File: src/rtl/simple_dp_bram_be.sv
// Simple dual-port RAM: byte-lane writes, reads with 1 or 2 cycles of latency, and a clear sweep that fills every word with INIT_VAL.
// Latency: DOUT/DOUT_VALID follow RD_EN by RD_LATENCY edges. The clear sweep takes 2**PTR_WIDTH cycles.
// Backpressure: there is none on the ports. WR_EN and RD_EN are dropped while BUSY is high.
// Ports: CLK, RESET_N | WR_EN, WR_BE, WR_PTR, DIN | RD_EN, RD_PTR -> DOUT, DOUT_VALID | CLEAR_REQ -> BUSY, CLEAR_DONE
module simple_dp_bram_be #(
  parameter int                    DATA_WIDTH  = 72,
  parameter int                    BYTE_WIDTH  = 9,
  parameter int                    PTR_WIDTH   = 3,
  parameter int                    RD_LATENCY  = 1,   // 2 selects the extra register stage; anything else acts as 1
  parameter int                    WRITE_FIRST = 0,   // 0: read returns the old word; 1: read returns the merged new word
  parameter logic [DATA_WIDTH-1:0] INIT_VAL    = '1,
  localparam int                   NB          = DATA_WIDTH / BYTE_WIDTH,
  localparam int                   DEPTH       = 2 ** PTR_WIDTH
) (
  input  logic                  CLK,
  input  logic                  RESET_N,
  input  logic                  WR_EN,
  input  logic [NB-1:0]         WR_BE,
  input  logic [PTR_WIDTH-1:0]  WR_PTR,
  input  logic [DATA_WIDTH-1:0] DIN,
  input  logic                  RD_EN,
  input  logic [PTR_WIDTH-1:0]  RD_PTR,
  output logic [DATA_WIDTH-1:0] DOUT,
  output logic                  DOUT_VALID,
  input  logic                  CLEAR_REQ,
  output logic                  BUSY,
  output logic                  CLEAR_DONE
);

  typedef enum logic {S_IDLE, S_CLEAR} state_e;

  state_e                state_q, state_d;
  logic [PTR_WIDTH-1:0]  cnt_q, cnt_d;
  logic                  done_q, done_d;
  logic [DATA_WIDTH-1:0] dout_q;
  logic                  dout_vld_q;
  logic [DATA_WIDTH-1:0] rd_word;
  logic                  rd_fire;
  logic                  wr_fire;

  // Storage. It powers up holding INIT_VAL, and reset never touches it.
  logic [DATA_WIDTH-1:0] mem_q [DEPTH] = '{default: INIT_VAL};

  function automatic logic [DATA_WIDTH-1:0] lane_merge(input logic [DATA_WIDTH-1:0] old_w,
                                                       input logic [DATA_WIDTH-1:0] new_w,
                                                       input logic [NB-1:0]         be);
    logic [DATA_WIDTH-1:0] r;
    r = old_w;
    for (int k = 0; k < NB; k++) begin
      if (be[k]) r[k*BYTE_WIDTH +: BYTE_WIDTH] = new_w[k*BYTE_WIDTH +: BYTE_WIDTH];
    end
    return r;
  endfunction

  // User ports are served only in IDLE. A CLEAR_REQ cycle still serves its write and its read.
  assign rd_fire = (state_q == S_IDLE) && RD_EN;
  assign wr_fire = (state_q == S_IDLE) && WR_EN;

  // Clear sequencer
  always_comb begin
    state_d = state_q;
    cnt_d   = cnt_q;
    done_d  = 1'b0;
    case (state_q)
      S_IDLE: begin
        if (CLEAR_REQ) begin
          state_d = S_CLEAR;
          cnt_d   = '0;
        end
      end
      S_CLEAR: begin
        cnt_d = cnt_q + PTR_WIDTH'(1);
        // This edge writes the last address, so the sweep ends here.
        if (&cnt_q) begin
          state_d = S_IDLE;
          done_d  = 1'b1;
        end
      end
      default: state_d = S_IDLE;
    endcase
  end

  always_ff @(posedge CLK or negedge RESET_N) begin
    if (!RESET_N) begin
      state_q <= S_IDLE;
      cnt_q   <= '0;
      done_q  <= 1'b0;
    end else begin
      state_q <= state_d;
      cnt_q   <= cnt_d;
      done_q  <= done_d;
    end
  end

  // Write port. The sweep has exclusive use of the array while it runs.
  always_ff @(posedge CLK) begin
    if (state_q == S_CLEAR) begin
      mem_q[cnt_q] <= INIT_VAL;
    end else if (wr_fire) begin
      for (int k = 0; k < NB; k++) begin
        if (WR_BE[k]) mem_q[WR_PTR][k*BYTE_WIDTH +: BYTE_WIDTH] <= DIN[k*BYTE_WIDTH +: BYTE_WIDTH];
      end
    end
  end

  // Read word. In write-first mode, a same-address write is forwarded lane by lane.
  always_comb begin
    rd_word = mem_q[RD_PTR];
    if ((WRITE_FIRST != 0) && WR_EN && (WR_PTR == RD_PTR)) begin
      rd_word = lane_merge(rd_word, DIN, WR_BE);
    end
  end

  generate
    if (RD_LATENCY == 2) begin : g_lat2
      logic [DATA_WIDTH-1:0] s1_q;
      logic                  s1_vld_q;
      // The stage-1 read keeps draining during a sweep. The word it holds was read before the sweep began.
      always_ff @(posedge CLK or negedge RESET_N) begin
        if (!RESET_N) begin
          s1_q       <= '0;
          s1_vld_q   <= 1'b0;
          dout_q     <= '0;
          dout_vld_q <= 1'b0;
        end else begin
          s1_vld_q   <= rd_fire;
          if (rd_fire) s1_q <= rd_word;
          dout_vld_q <= s1_vld_q;
          if (s1_vld_q) dout_q <= s1_q;
        end
      end
    end else begin : g_lat1
      always_ff @(posedge CLK or negedge RESET_N) begin
        if (!RESET_N) begin
          dout_q     <= '0;
          dout_vld_q <= 1'b0;
        end else begin
          dout_vld_q <= rd_fire;
          if (rd_fire) dout_q <= rd_word;
        end
      end
    end
  endgenerate

  assign DOUT       = dout_q;
  assign DOUT_VALID = dout_vld_q;
  assign BUSY       = (state_q == S_CLEAR);
  assign CLEAR_DONE = done_q;

endmodule
File: config.mk
export PLATFORM = sky130hd
export DESIGN_NAME = simple_dp_bram_be
export DESIGN_NICKNAME = d
export VERILOG_FILES = /design/src/rtl/simple_dp_bram_be.sv
export SDC_FILE = /design/constraint.sdc
export NUM_CORES = 1
export LEC_CHECK = 0
export CAP_MARGIN = 30
export CORE_ASPECT_RATIO = 2
export CORE_MARGIN = 5
export CORE_UTILIZATION = 47
export DETAILED_ROUTE_END_ITERATION = 12
export GPL_ROUTABILITY_DRIVEN = 0
export GPL_TIMING_DRIVEN = 0
export PLACE_DENSITY = 0.66
export SLEW_MARGIN = 5
export SYNTH_ARGS = -nofsm -noshare
export SYNTH_HDL_FRONTEND = slang
export SYNTH_SLANG_ARGS = --single-unit
export TNS_END_PERCENT = 100
File: constraint.sdc
create_clock -name CLK -period 5.5 [get_ports CLK]
set_input_delay 1.1 -clock CLK [delete_from_list [all_inputs] [get_ports CLK]]
set_output_delay 1.1 -clock CLK [all_outputs]
set_load 0.1 [all_outputs]
==> impl_metrics.prom, run 1 <==
# TYPE chip_impl_metric gauge
chip_impl_metric{name="first_iter_violations",unit=""} 1021
chip_impl_info{name="dominantRegCellSynth",value="edfxtp_1"} 1
chip_impl_metric{name="cts_made_buffers",unit=""} 53
chip_impl_metric{name="power.share.combinational",unit="%"} 33.0
chip_impl_metric{name="max-cap-violations",unit=""} 0
chip_impl_metric{name="die_x",unit="µm"} 175.2
chip_impl_metric{name="peakVddDrop",unit="µV"} 400.0
chip_impl_info{name="worst_setup_path_start_kind",value="input pin"} 1
chip_impl_info{name="yosys-top-cells-count",value="edfxtp_1 (576), mux2i_1 (295), nand2_1 (149)"} 1
chip_impl_metric{name="synth.cell_area",unit="mm²"} 0.02565
chip_impl_metric{name="placementRows",unit=""} 121
chip_impl_metric{name="synthesis.area_per_instance",unit="µm²"} 16.09
chip_impl_info{name="grt_setup_unrepaired",value="no"} 1
chip_impl_metric{name="p_sw_share",unit="%"} 37.86
chip_impl_metric{name="timing.critical_path.required",unit="ns"} 5.71
chip_impl_metric{name="postSynthCellCount",unit=""} 1594
chip_impl_metric{name="power.leakage",unit="nW"} 10.27
chip_impl_metric{name="cts.clk_slew.worst_paths",unit="ns"} 0.07
chip_impl_metric{name="number_of_h_tree_levels",unit=""} 2
chip_impl_metric{name="initial_utilization",unit="%"} 47.20
chip_impl_metric{name="io_pins",unit=""} 166
chip_impl_metric{name="final.setup_skew",unit="ns"} 0.02557
chip_impl_metric{name="area_growth_from_synthesis_to_layout",unit="%"} 18.58
chip_impl_metric{name="timing_hold_violations_final",unit=""} 0
chip_impl_metric{name="seqPwrFrac",unit="%"} 43.1
chip_impl_metric{name="setup-violations-final",unit=""} 0
chip_impl_metric{name="drt_wl_total",unit="µm"} 64950
chip_impl_metric{name="p_per_area",unit="mW/mm²"} 544.4
chip_impl_metric{name="layout.nets",unit=""} 1957
chip_impl_metric{name="synth_enable_flop_cells",unit=""} 576
chip_impl_metric{name="drive_gt1_share",unit="%"} 9.534
chip_impl_metric{name="grt_first_pass_wirelength",unit="µm"} 95050
chip_impl_metric{name="final_period_minus_worst_setup_slack",unit="ns"} 3.769
chip_impl_metric{name="grt_pass1_vias",unit=""} 15385
chip_impl_metric{name="yosys.cell_types.count",unit=""} 29
chip_impl_metric{name="max_freq",unit="MHz"} 265.3
chip_impl_metric{name="detail_route.vias_per_cell",unit=""} 5.695
chip_impl_metric{name="tightest_slew",unit="ns"} 1.027
chip_impl_metric{name="synth.net_count",unit=""} 1687
chip_impl_metric{name="worst-path-max-fanout",unit=""} 9
chip_impl_metric{name="port-buffer-count",unit=""} 163
chip_impl_metric{name="clock_insertion_delay_worst_skew",unit="ns"} 0.60
chip_impl_metric{name="chipHeight",unit="µm"} 340.4
chip_impl_metric{name="crit_arrival",unit="ns"} 3.97
chip_impl_info{name="worstSetupEndpointType",value="flop"} 1
chip_impl_metric{name="reg2reg_depth",unit=""} 5
chip_impl_metric{name="post_cts_hold_buffer_count",unit=""} 0
chip_impl_metric{name="die_outline_area",unit="mm²"} 0.05964
chip_impl_metric{name="layout_worst_path_cycle_share",unit="%"} 68.52
chip_impl_metric{name="grt_usage",unit="%"} 21.40
chip_impl_info{name="outcome",value="finished clean"} 1
chip_impl_metric{name="post-cts-setup-buffer-count",unit=""} 0
chip_impl_metric{name="gr-total-overflow",unit=""} 0
chip_impl_metric{name="place_area",unit="mm²"} 0.02846
chip_impl_info{name="timing_worst_setup_path_type",value="input pin to flop"} 1
chip_impl_info{name="ys_top_cells_by_area",value="edfxtp_1 (67%), mux2i_1 (12%), dfrtp_1 (7.6%)"} 1
chip_impl_metric{name="detailroute.via_count",unit=""} 14727
chip_impl_metric{name="clock_sink_count",unit=""} 654
chip_impl_metric{name="final.fill_count",unit=""} 4217
chip_impl_metric{name="synth_seq_cells",unit=""} 654
chip_impl_metric{name="place_worst_setup_slack",unit="ns"} 1.147
chip_impl_metric{name="final_max_slew_viol_count",unit=""} 0
chip_impl_info{name="tritoncts",value="built"} 1
chip_impl_metric{name="final_critical_path_setup_slack",unit="ns"} 1.731
chip_impl_metric{name="routed_wire_length_per_instance",unit="µm"} 25.12
chip_impl_metric{name="p_sw",unit="mW"} 6.270
chip_impl_metric{name="postRouteAntennaNets",unit=""} 0
chip_impl_metric{name="total_power",unit="mW"} 16.56
chip_impl_metric{name="synth_largest_type_area_fraction",unit="%"} 67.42
chip_impl_metric{name="async_flop_share",unit="%"} 11.93
chip_impl_metric{name="ys.warnings.count",unit=""} 0
chip_impl_metric{name="finalSetupTns",unit="ns"} 0
chip_impl_info{name="worst_hold_path_type",value="flop to flop"} 1
chip_impl_metric{name="dr.pass1.iters",unit=""} 5
chip_impl_metric{name="grt_antenna_before_repair",unit=""} 2
chip_impl_metric{name="placeableCoreArea",unit="mm²"} 0.05435
chip_impl_info{name="cell_chosen_for_the_clock_root",value="clkbuf_16"} 1
chip_impl_info{name="post-synth-top-count-cell",value="edfxtp_1"} 1
chip_impl_metric{name="hold_path_depth",unit=""} 2
chip_impl_metric{name="drcViolationCount",unit=""} 0
chip_impl_metric{name="max-clock-path-buffers",unit=""} 3
chip_impl_metric{name="post-dp-hpwl",unit="µm"} 45450
chip_impl_metric{name="post-route-cell-area",unit="mm²"} 0.03042
chip_impl_metric{name="grt_start_max_net_pins",unit=""} 48
chip_impl_metric{name="p_int",unit="mW"} 10.29
chip_impl_metric{name="timing.max_slew.rel_slack",unit="%"} 31.28
chip_impl_metric{name="synth.yosys.seq_area_share",unit="%"} 75.03
chip_impl_info{name="synth.largest_area_cell",value="edfxtp_1"} 1
chip_impl_metric{name="cts-resized-gates",unit=""} 0
chip_impl_metric{name="power_share_of_the_clock_group",unit="%"} 23.9
[placed cells by master, fill, tap and decap left out, types with 3 or more instances in the layout]
cell type and n:
a22oi_1 144, nor2_1 68, nand2_1 149, clkbuf_1 47, buf_6 7, nand3_1 73
clkbuf_8 6, nand2b_1 75, clkinv_2 11, clkdlybuf4s50_1 162, buf_1 10, buf_2 35
clkinv_1 8, nor2b_1 7, and2_1 3, dfrtp_1 78, edfxtp_1 576, clkbuf_16 55
buf_4 49, a21oi_1 16, bufinv_16 7, mux2i_1 295
[power by group through the flow]
stage	clock [mW]	sequential (mW)	combinational, mW
2_1_floorplan	0	9.12	1.59
3_3_place_gp	0	7.21	5.13
3_5_place_dp	0	7.24	5.41
4_1_cts	3.99	7.15	5.42
5_1_grt	4.18	7.22	5.71
6_report	3.96	7.13	5.47
[final timing paths]
kind	start	endpoint	slack, ns
worst max-delay path	WR_BE[0]	mem_q[7][39]	1.73
worst min-delay path	DOUT[61]	DOUT[61]	0.47
worst max register to register	BUSY	mem_q[7][39]	2.47
worst min register to register	DOUT[61]	DOUT[61]	0.47
max in group asynchronous	RESET_N	DOUT[22]	4.19
min in group asynchronous	RESET_N	DOUT[57]	0.58
[routing by layer]
metal  part of all wire [%]  GRT usage [%]  vias up
met5                  0.020              0        -
met4                    3.7          7.931        2
met3                    5.8          2.967      140
met2                     55          40.37      555
met1                     36          24.39     7446
li1                       -              -     6584
[final cells by class]
| cell class | count | area, µm² | area share [%] |
|---|---|---|---|
| clock inverters | 30 | 327.8 | 1.078 |
| inverters | 3 | 11.26 | 0.03702 |
| flip-flops and latches | 654 | 19250 | 63.27 |
| well taps | 676 | 845.8 | 2.780 |
| clock buffers | 70 | 1493 | 4.907 |
| multi-input cells | 847 | 5979 | 19.66 |
| diodes | 1 | 2.502 | 0.008226 |
| repair buffers | 215 | 2098 | 6.897 |
| plain buffers | 90 | 415.4 | 1.365 |
[through the flow]
stage | std cells | hold slack (ns) | util (%)
floorplan | 1594 | 0.5419 | -
global placement | 2433 | 0.4592 | 51.76
detailed placement | 2467 | 0.4645 | 52.36
CTS | 2567 | 0.4804 | 55.71
global route | 2585 | 0.4989 | 55.97
finish | 2586 | 0.4743 | 55.97
[sequential cells by signal (all words and copies together), names as in the netlist]
name and cells:
DOUT_VALID 1, CLEAR_DONE 1, BUSY 1, DOUT 72
mem_q 576, cnt_q 3
[cell families (layout without fill, tap and decap cells)]
group	Yosys count	in the layout	synth area share [%]
other cells	0	1	0
mux	298	298	11.69
flops	654	654	75.03
simple gates	384	384	6.925
buf+inv	93	408	1.663
fa+ha+maj	2	2	0.09753
compound gates	163	163	4.599
[critical path, cell delays in order]
cell and delay, ns:
clkdlybuf4s50_1 0.54, nor4_1 0.58, a21oi_2 0.27, mux2_1 0.61, nor2_1 0.86
No activity file was read; power rests on OpenSTA's default activity.
==> run 2: changes to the inputs <==
clock period = 3.9 ns   (was 5.5 ns; I/O delays follow)
==> results of run 2 <==
Same layout as run 1 (identical final DEF). Status: finished clean.
Among the figures that moved: setup slack after placement 1.147 ns -> -0.1334 ns; setup slack after layout 1.731 ns -> 0.4512 ns; hold slack 0.4743 ns -> 0.2647 ns; register-to-register setup slack 2.47 ns -> 0.87 ns; total power 16.56 mW -> 23.35 mW; worst IR drop on VDD 400.0 µV -> 564.1 µV
